===== config.mk =====
export PLATFORM = sky130hd
export DESIGN_NAME = ram_port_arbiter
export DESIGN_NICKNAME = d
export VERILOG_FILES = /design/src/rtl/arb_defs_pkg.sv /design/src/rtl/ram_port_arbiter_rd_tag_pipe.sv /design/src/rtl/ram_port_arbiter.sv
export SDC_FILE = /design/constraint.sdc
export NUM_CORES = 1
export LEC_CHECK = 0
export CAP_MARGIN = 20
export CORE_AREA = 2 2 153 155
export CTS_BUF_LIST = sky130_fd_sc_hd__clkbuf_4 sky130_fd_sc_hd__clkbuf_8
export DETAILED_ROUTE_END_ITERATION = 10
export DIE_AREA = 0 0 155 157
export SLEW_MARGIN = 20
export SYNTH_ARGS = -nofsm -noshare
export SYNTH_HDL_FRONTEND = slang
export SYNTH_SLANG_ARGS = --single-unit

===== constraint.sdc =====
create_clock -name CLK -period 2.6 [get_ports CLK]
set_input_delay 0.52 -clock CLK [delete_from_list [all_inputs] [get_ports CLK]]
set_output_delay 0.52 -clock CLK [all_outputs]
set_load 0.005 [all_outputs]

===== src/rtl/arb_defs_pkg.sv =====
// rtl/arb_defs_pkg.sv - shared encodings for the RAM port arbiter
package arb_defs_pkg;

    typedef enum logic [2:0] {
        ST_IDLE = 3'b001,
        ST_OWN0 = 3'b010,
        ST_OWN1 = 3'b100
    } arb_state_t;

    localparam logic PORT0_ID = 1'b0;
    localparam logic PORT1_ID = 1'b1;

    typedef struct packed {
        logic valid;
        logic id;
    } rd_tag_t;

endpackage


===== src/rtl/ram_port_arbiter_rd_tag_pipe.sv =====
// rtl/ram_port_arbiter_rd_tag_pipe.sv - RD_LAT-deep {valid,id} delay line for read-return routing
module rd_tag_pipe
    import arb_defs_pkg::*;
#(
    parameter int RD_LAT = 1
) (
    input  logic    CLK,
    input  logic    RESET,
    input  rd_tag_t push_tag,
    output rd_tag_t pop_tag
);

    rd_tag_t stage_q [RD_LAT];

    // Reset drops every tag in flight so no stale rvalid survives it.
    always_ff @(posedge CLK) begin
        if (RESET) begin
            for (int i = 0; i < RD_LAT; i++) begin
                stage_q[i] <= '0;
            end
        end else begin
            stage_q[0] <= push_tag;
            for (int i = 1; i < RD_LAT; i++) begin
                stage_q[i] <= stage_q[i-1];
            end
        end
    end

    assign pop_tag = stage_q[RD_LAT-1];

endmodule


===== src/rtl/ram_port_arbiter.sv =====
// rtl/ram_port_arbiter.sv - round-robin, burst-bounded arbiter sharing one RAM port
// between the ADMA engine (port 0) and the host path (port 1).
module ram_port_arbiter
    import arb_defs_pkg::*;
#(
    parameter int MAX_BURST = 16,
    parameter int RD_LAT    = 1,
    parameter int AW        = 64,
    parameter int DW        = 32
) (
    input  logic          CLK,
    input  logic          RESET,
    input  logic          req0,
    input  logic          we0,
    input  logic [AW-1:0] addr0,
    input  logic [DW-1:0] wdata0,
    input  logic          req1,
    input  logic          we1,
    input  logic [AW-1:0] addr1,
    input  logic [DW-1:0] wdata1,
    output logic          gnt0,
    output logic          gnt1,
    output logic          rvalid0,
    output logic          rvalid1,
    output logic [DW-1:0] rdata0,
    output logic [DW-1:0] rdata1,
    output logic [AW-1:0] ram_address,
    output logic          ram_read,
    output logic          ram_write,
    output logic [DW-1:0] data_to_ram,
    input  logic [DW-1:0] data_from_ram,
    output logic          busy
);

    localparam int CW = (MAX_BURST > 1) ? $clog2(MAX_BURST) : 1;
    localparam logic [CW-1:0] BURST_LAST = CW'(MAX_BURST - 1);

    arb_state_t    state_q;
    arb_state_t    state_d;
    logic          last_owner_q;
    logic [CW-1:0] beat_cnt_q;
    logic          burst_done;
    rd_tag_t       push_tag;
    rd_tag_t       pop_tag;

    assign burst_done = (beat_cnt_q == BURST_LAST);

    // Next-state and grants. The other port only preempts at the burst limit.
    always_comb begin
        state_d = state_q;
        gnt0    = 1'b0;
        gnt1    = 1'b0;
        case (state_q)
            ST_IDLE: begin
                if (req0 && req1) begin
                    state_d = last_owner_q ? ST_OWN0 : ST_OWN1;
                end else if (req0) begin
                    state_d = ST_OWN0;
                end else if (req1) begin
                    state_d = ST_OWN1;
                end
            end
            ST_OWN0: begin
                gnt0 = req0;
                if (!req0) begin
                    state_d = req1 ? ST_OWN1 : ST_IDLE;
                end else if (burst_done && req1) begin
                    state_d = ST_OWN1;
                end
            end
            ST_OWN1: begin
                gnt1 = req1;
                if (!req1) begin
                    state_d = req0 ? ST_OWN0 : ST_IDLE;
                end else if (burst_done && req0) begin
                    state_d = ST_OWN0;
                end
            end
            default: begin
                state_d = ST_IDLE;
            end
        endcase
    end

    always_ff @(posedge CLK) begin
        if (RESET) begin
            state_q      <= ST_IDLE;
            last_owner_q <= 1'b1;
            beat_cnt_q   <= '0;
        end else begin
            state_q <= state_d;
            if (state_d != state_q) begin
                beat_cnt_q <= '0;
                if (state_d == ST_OWN0) begin
                    last_owner_q <= PORT0_ID;
                end else if (state_d == ST_OWN1) begin
                    last_owner_q <= PORT1_ID;
                end
            end else if ((gnt0 || gnt1) && !burst_done) begin
                beat_cnt_q <= beat_cnt_q + 1'b1;
            end
        end
    end

    always_comb begin
        ram_address = '0;
        data_to_ram = '0;
        ram_read    = 1'b0;
        ram_write   = 1'b0;
        case (state_q)
            ST_OWN0: begin
                ram_address = addr0;
                data_to_ram = wdata0;
                ram_read    = req0 & ~we0;
                ram_write   = req0 & we0;
            end
            ST_OWN1: begin
                ram_address = addr1;
                data_to_ram = wdata1;
                ram_read    = req1 & ~we1;
                ram_write   = req1 & we1;
            end
            default: begin
                ram_address = '0;
            end
        endcase
    end

    // Tag each read with its issuer so returns route correctly across handoffs.
    assign push_tag.valid = ram_read;
    assign push_tag.id    = (state_q == ST_OWN1) ? PORT1_ID : PORT0_ID;

    rd_tag_pipe #(
        .RD_LAT (RD_LAT)
    ) u_rd_tag_pipe (
        .CLK      (CLK),
        .RESET    (RESET),
        .push_tag (push_tag),
        .pop_tag  (pop_tag)
    );

    assign rvalid0 = pop_tag.valid & (pop_tag.id == PORT0_ID);
    assign rvalid1 = pop_tag.valid & (pop_tag.id == PORT1_ID);
    assign rdata0  = data_from_ram;
    assign rdata1  = data_from_ram;
    assign busy    = (state_q != ST_IDLE);

endmodule


Word-level counts from Yosys, hierarchy flattened. Memories as Yosys holds them, arrays and structs flattened. Index checks and enable logic that the tools add are counted.

$add $sub $neg: 1. Muxes and demuxes: 25. Reductions and logical operators: 10. Bitwise gates (word level): 9. Equal/unequal tests: 8.

Operators by type and width (number): 64-bit case mux with 2 select lines (1); 32-bit case mux with 2 select lines (1); 3-bit 2-to-1 mux (9); 1-bit 2-to-1 mux (9); 3-bit case mux with 3 select lines (1); 1-bit bitwise AND (6); 3-bit by 2-bit equality test with 1-bit output (second input constant) (2); 3-bit equality test (second input constant) (2); 4-bit by 1-bit adder with 4-bit output (second input constant) (1); 4-bit equality test (second input constant) (1); 1-bit logical AND (4); 2-bit 2-to-1 mux (2); 1-bit case mux with 2 select lines (2); 2-bit OR reduction (2); 3-bit by 1-bit equality test with 1-bit output (second input constant) (1); 3-bit by 1-bit inequality test with 1-bit output (second input constant) (1); 3-bit inequality test (1); 1-bit inverter (3); 2-bit AND reduction (1); 2-bit nonzero test (1); 1-bit logical NOT (1); 1-bit logical OR (1).

Word-level logic and storage cells: 57. Input port bits: 230. Bits in registers: 8. Memories kept: 1. RAM bits: 2. Output and inout bits: 167.

Memories: u_rd_tag_pipe.stage_q (depth 1, bits a word 2, read ports 1, clocked after memory_dff 0, wr ports 1, line ram_port_arbiter_rd_tag_pipe.sv:13) `rd_tag_t stage_q [RD_LAT];`.

Depth between registers and ports, before layout.
Depth in word-level cells: 8. Mapped depth: 6. Mapped depth without buffers: 6.

Modules after synthesis. A second synthesis with hierarchy kept.

Cells, all modules: 265. Area, all modules: 2118.3 sq um.

By module, submodules not included: ram_port_arbiter (sequential area each 160.2 sq um, area each 2065.7 sq um, cells each 261, instances 1); rd_tag_pipe (sequential area each 40.0 sq um, area each 52.6 sq um, cells each 4, instances 1).

Worst setup path before layout. No wires, ideal clock.

Kind: register to output. Start point: reg state_q[0]. End point: out ram_address[23]. Path buffers: 3. Required time: 2080 ps. Setup slack: 769 ps. Arrival: 1311 ps. Stages on the path, launching flop included: 6. Cell sequence: dfxtp_1 buf_4 nor3b_2 buf_2 buf_2 a22o_1.

Cells in the longest elaborated chain, start to end: 2. Elaborated cells on any way between the ends: 3. Classes of those cells: eq/ne (2); mux (1).

RTL lines: start: declaration (line ram_port_arbiter.sv:38) `arb_state_t state_q;`; start signal: assignment (line ram_port_arbiter.sv:91) `state_q <= state_d;`; 3-bit equality test / 3-bit by 2-bit equality test with 1-bit output (equally long branches) (line ram_port_arbiter.sv:110) `case (state_q)`; 64-bit case mux with 2 select lines (*) (line ram_port_arbiter.sv:110); end: declaration (line ram_port_arbiter.sv:27) `output logic [AW-1:0] ram_address,`.

Every way passes the cells marked *; elsewhere a longest branch is shown, timed or not.

Final worst setup path.
Start point: reg state_q[0]. End point: out ram_address[47].

Same word-level chain as after synthesis.

==> results.txt <==
Clock-pin slew was measured on the worst setup and hold paths at 0.06 ns. The largest single stage delay on the critical path is 0.52 ns. The starting utilization of the core area was 9.51%. The tools report the number of hold violations in the final report as 0. Counting flops with a built-in enable in the synthesized netlist gives 0.

The final layout contains routed wiring with a total length of 13,600 um. For the share of synthesized area occupied by flip-flops and latches, the log shows 9.35%. The final route contains 3,047 vias. The count of nets left with antenna violations once routing finished came out at 0. The tools report the number of remaining DRC errors as 0. The worst-case clock skew is 0.0108 ns, and the routed metal-1 wire length is 5660 um.

The overall die height is 157 um. The clock reaches the later pin of the worst-skew pair after 0.24 ns. The actual slew at the worst max-slew pin works out to 0.505 ns. The power per standard cell area was 198 nW/um^2. The most instantiated flip-flop cell in the synthesis netlist is sky130_fd_sc_hd__dfxtp_1.

The filler cells instantiated in the layout total 2,459. Using the TritonRoute via totals, the vias-per-cell ratio works out to 3.90. On the critical path, the stage with the largest delay is an instance of sky130_fd_sc_hd__clkdlybuf4s50_1. The peak ir drop on the vdd network is 0.000133 V. After detailed routing, the average wire length per cell comes to 17.4 um. The area growth from synthesis to layout is 141%. The worst endpoint required time was 2.08 ns; the CTS buffer count was 3. The run finished with clean final reports.

Data arrives at the worst endpoint at 1.99 ns. Cell family with the largest share of critical-path delay: buffers and inverters. In the detailed route, the total length drawn on met3 is 2260 um. The global route total overflow was 0. The tree is rooted in a sky130_fd_sc_hd__clkbuf_8. The type of the setup path with the least slack was flip-flop to output pin. The static power due to leakage was 1.84 nW; the number of buffer and inverter instances along the worst setup path was 2. Summing every instance area after synthesis gives 2140 sq um.

In the finished design, the share of the clock period the worst path needs comes to 96.4%. Summing all flip-flop and latch instances after layout gives 206 sq um. The post-route non-filler standard cell count is 781. From left edge to right edge, the die measures 155 um.

For the core area, the log shows 22,500 sq um. Kind of path behind the tightest hold check: flip-flop to flip-flop. TritonCTS built the clock tree. The congestion estimate from routability-driven global placement came to 0.750. In this run, placement finished with an instance count of 769.

Wire segments on met2 add up to 5550 um in the final route. The tools report the via count of the first global-routing pass as 2,979. The run gives 18,400 um as the wire length of the first global-routing pass. The maximum clock rate is 399 MHz. Number of sinks driven by the clock tree: 10. The total of buffers placed on input and output ports works out to 300. Synthesis produced a netlist whose cell count is 262. For the final-report max-slew violation count, the log shows 0. Setup repair after global routing left no endpoint under its margin. The maximum fanout count along the critical path came out at 52. For the length of the first detailed-routing pass in iterations, the log shows 4. After synthesis the netlist holds a flip-flop and latch count of 10.

The run gives 24,300 sq um as the die footprint. Before CTS, the worst setup slack after placement is 0.107 ns. Final hold analysis gives a worst-case slack of 0.529 ns. STA classifies the critical path startpoint as a flip-flop.

Maximum number of pins on one net before global-route repair: 53. The synthesized net count came out at 493. The tool flagged a number of max-cap violations equal to 0. The Yosys warning count was 0. The library cells used most frequently in the layout, excluding fill and tap cells, are sky130_fd_sc_hd__clkdlybuf4s50_1, sky130_fd_sc_hd__a22o_1, sky130_fd_sc_hd__buf_4. The most frequent standard cell in the layout excluding fill and tap cells was sky130_fd_sc_hd__clkdlybuf4s50_1. The signal on the critical path passes through nor3b_4, buf_12, a22o_1, clkdlybuf4s50_1. Of the cells placed in the final design, the portion with a size suffix greater than 1 is 6.92%. Summing all multi-input logic gate instances after layout gives 1330 sq um. Initial antenna violation count: 14. The uppermost signal routing layer after detailed routing was met5. The worst path needs 2.51 ns of the cycle, external delays included. After legalization and detailed placement, the total HPWL measured 11,200 um. The detailed router finished its first iteration with 109 violations.

The tools report the count of different cell masters after synthesis as 44. Headroom to the max-slew limit came out at 66.0%. At the end of the flow, the number of nets in the layout was 723. In this run the mean area of a mapped cell was 8.17 sq um. The number of rows in the core area was 55; the number of levels in the clock H-tree was 1.

Pin placement for this block handled 397 I/O pins. Setup violations remaining at the end of the flow were counted as 0. The minimum setup slack in the final design is 0.0933 ns, and the post-route setup TNS is 0 ns. In the global route stage, overall resource usage came out at 10.1%.

In the synthesized netlist the async set-or-reset flop fraction comes to 0%. The clock passes through at most 2 buffers. The tools report the kind of capture point of the worst setup path as an output pin.
per-stage QoR:
step / area [sq um] / utilization, % / total power, mW
after floorplan: 2140 / - / 0.431
after global placement: 5040 / 22.4 / 0.816
after detailed placement: 5040 / 22.4 / 0.818
after CTS: 5150 / 22.9 / 1.03
after global routing: 5150 / 22.9 / 1.09
final: 5160 / 22.9 / 1.02
sequential cells by signal, indices dropped and copies added, names as in the netlist:
register / cells
last_owner_q: 1
state_q: 3
u_rd_tag_pipe.stage_q: 2
beat_cnt_q: 4
cells in the mapped netlist (2+ instances only):
cell	instances	area share (%)
sky130_fd_sc_hd__and3_1	2	0.58
sky130_fd_sc_hd__nor3b_2	2	1.2
sky130_fd_sc_hd__a21oi_1	6	1.4
sky130_fd_sc_hd__nand2b_1	2	0.58
sky130_fd_sc_hd__buf_4	67	23
sky130_fd_sc_hd__mux2i_1	2	0.94
sky130_fd_sc_hd__nor2b_1	3	0.88
sky130_fd_sc_hd__o21ai_0	4	0.94
sky130_fd_sc_hd__or3b_1	2	0.82
sky130_fd_sc_hd__a22o_1	97	40
sky130_fd_sc_hd__buf_2	11	2.6
sky130_fd_sc_hd__clkbuf_1	11	1.9
sky130_fd_sc_hd__nor2_1	4	0.70
sky130_fd_sc_hd__dfxtp_1	10	9.4
sky130_fd_sc_hd__nand2_1	2	0.35
sky130_fd_sc_hd__inv_1	3	0.53
sky130_fd_sc_hd__nor4_1	3	0.88
sky130_fd_sc_hd__xor2_1	3	1.2
sky130_fd_sc_hd__o21ai_1	3	0.70
timing repair:
item                       4_1_cts  5_1_grt
setup endpoints to repair       14       18
resized for setup                1        3
setup buffers                    2        0
gates cloned                     1        0
pin swaps                        1        0
hold buffers                     0        0
cell type report:
type                       count  area share (%)
clock buffer                   4            1.07
tap                          285            6.91
timing repair buffer         315            61.8
antenna                        5           0.242
multi-input combinational    158            25.7
sequential                    10            4.00
inverter                       4           0.291
path summary, 6_finish.rpt:
path                     start         endpoint  slack (ns)  depth (start not counted)
setup / recovery    state_q[0]  ram_address[47]        0.09                          4
hold / removal    last_owner_q     last_owner_q        0.53                          1
setup reg to reg    state_q[2]    beat_cnt_q[2]        0.85                          6
hold reg to reg   last_owner_q     last_owner_q        0.53                          1
power breakdown:
group	total, mW	internal (mW)	switching (mW)
Combinational	0.646	0.456	0.190
Sequential	0.179	0.163	0.0155
Clock	0.200	0.133	0.0664
cells by family (layout without fill, tap and decap cells):
logic type,after synthesis,after routing,share of synthesized area [%]
compound gates,121,121,47.6
buf+inv,94,323,29.2
other cells,0,5,0
fa+ha+maj,1,1,0.584
flops,10,10,9.35
simple gates,30,30,10.7
xor+xnor,4,4,1.64
mux,2,2,0.935
routing by layer:
| metal | vias up | global-route usage [%] |
|---|---|---|
| met3 | 25 | 8.09 |
| li1 | 1416 | - |
| met1 | 1348 | 12.0 |
| met5 | - | 0 |
| met4 | 12 | 0.926 |
| met2 | 246 | 14.6 |
(Power assumes the default switching activity.)
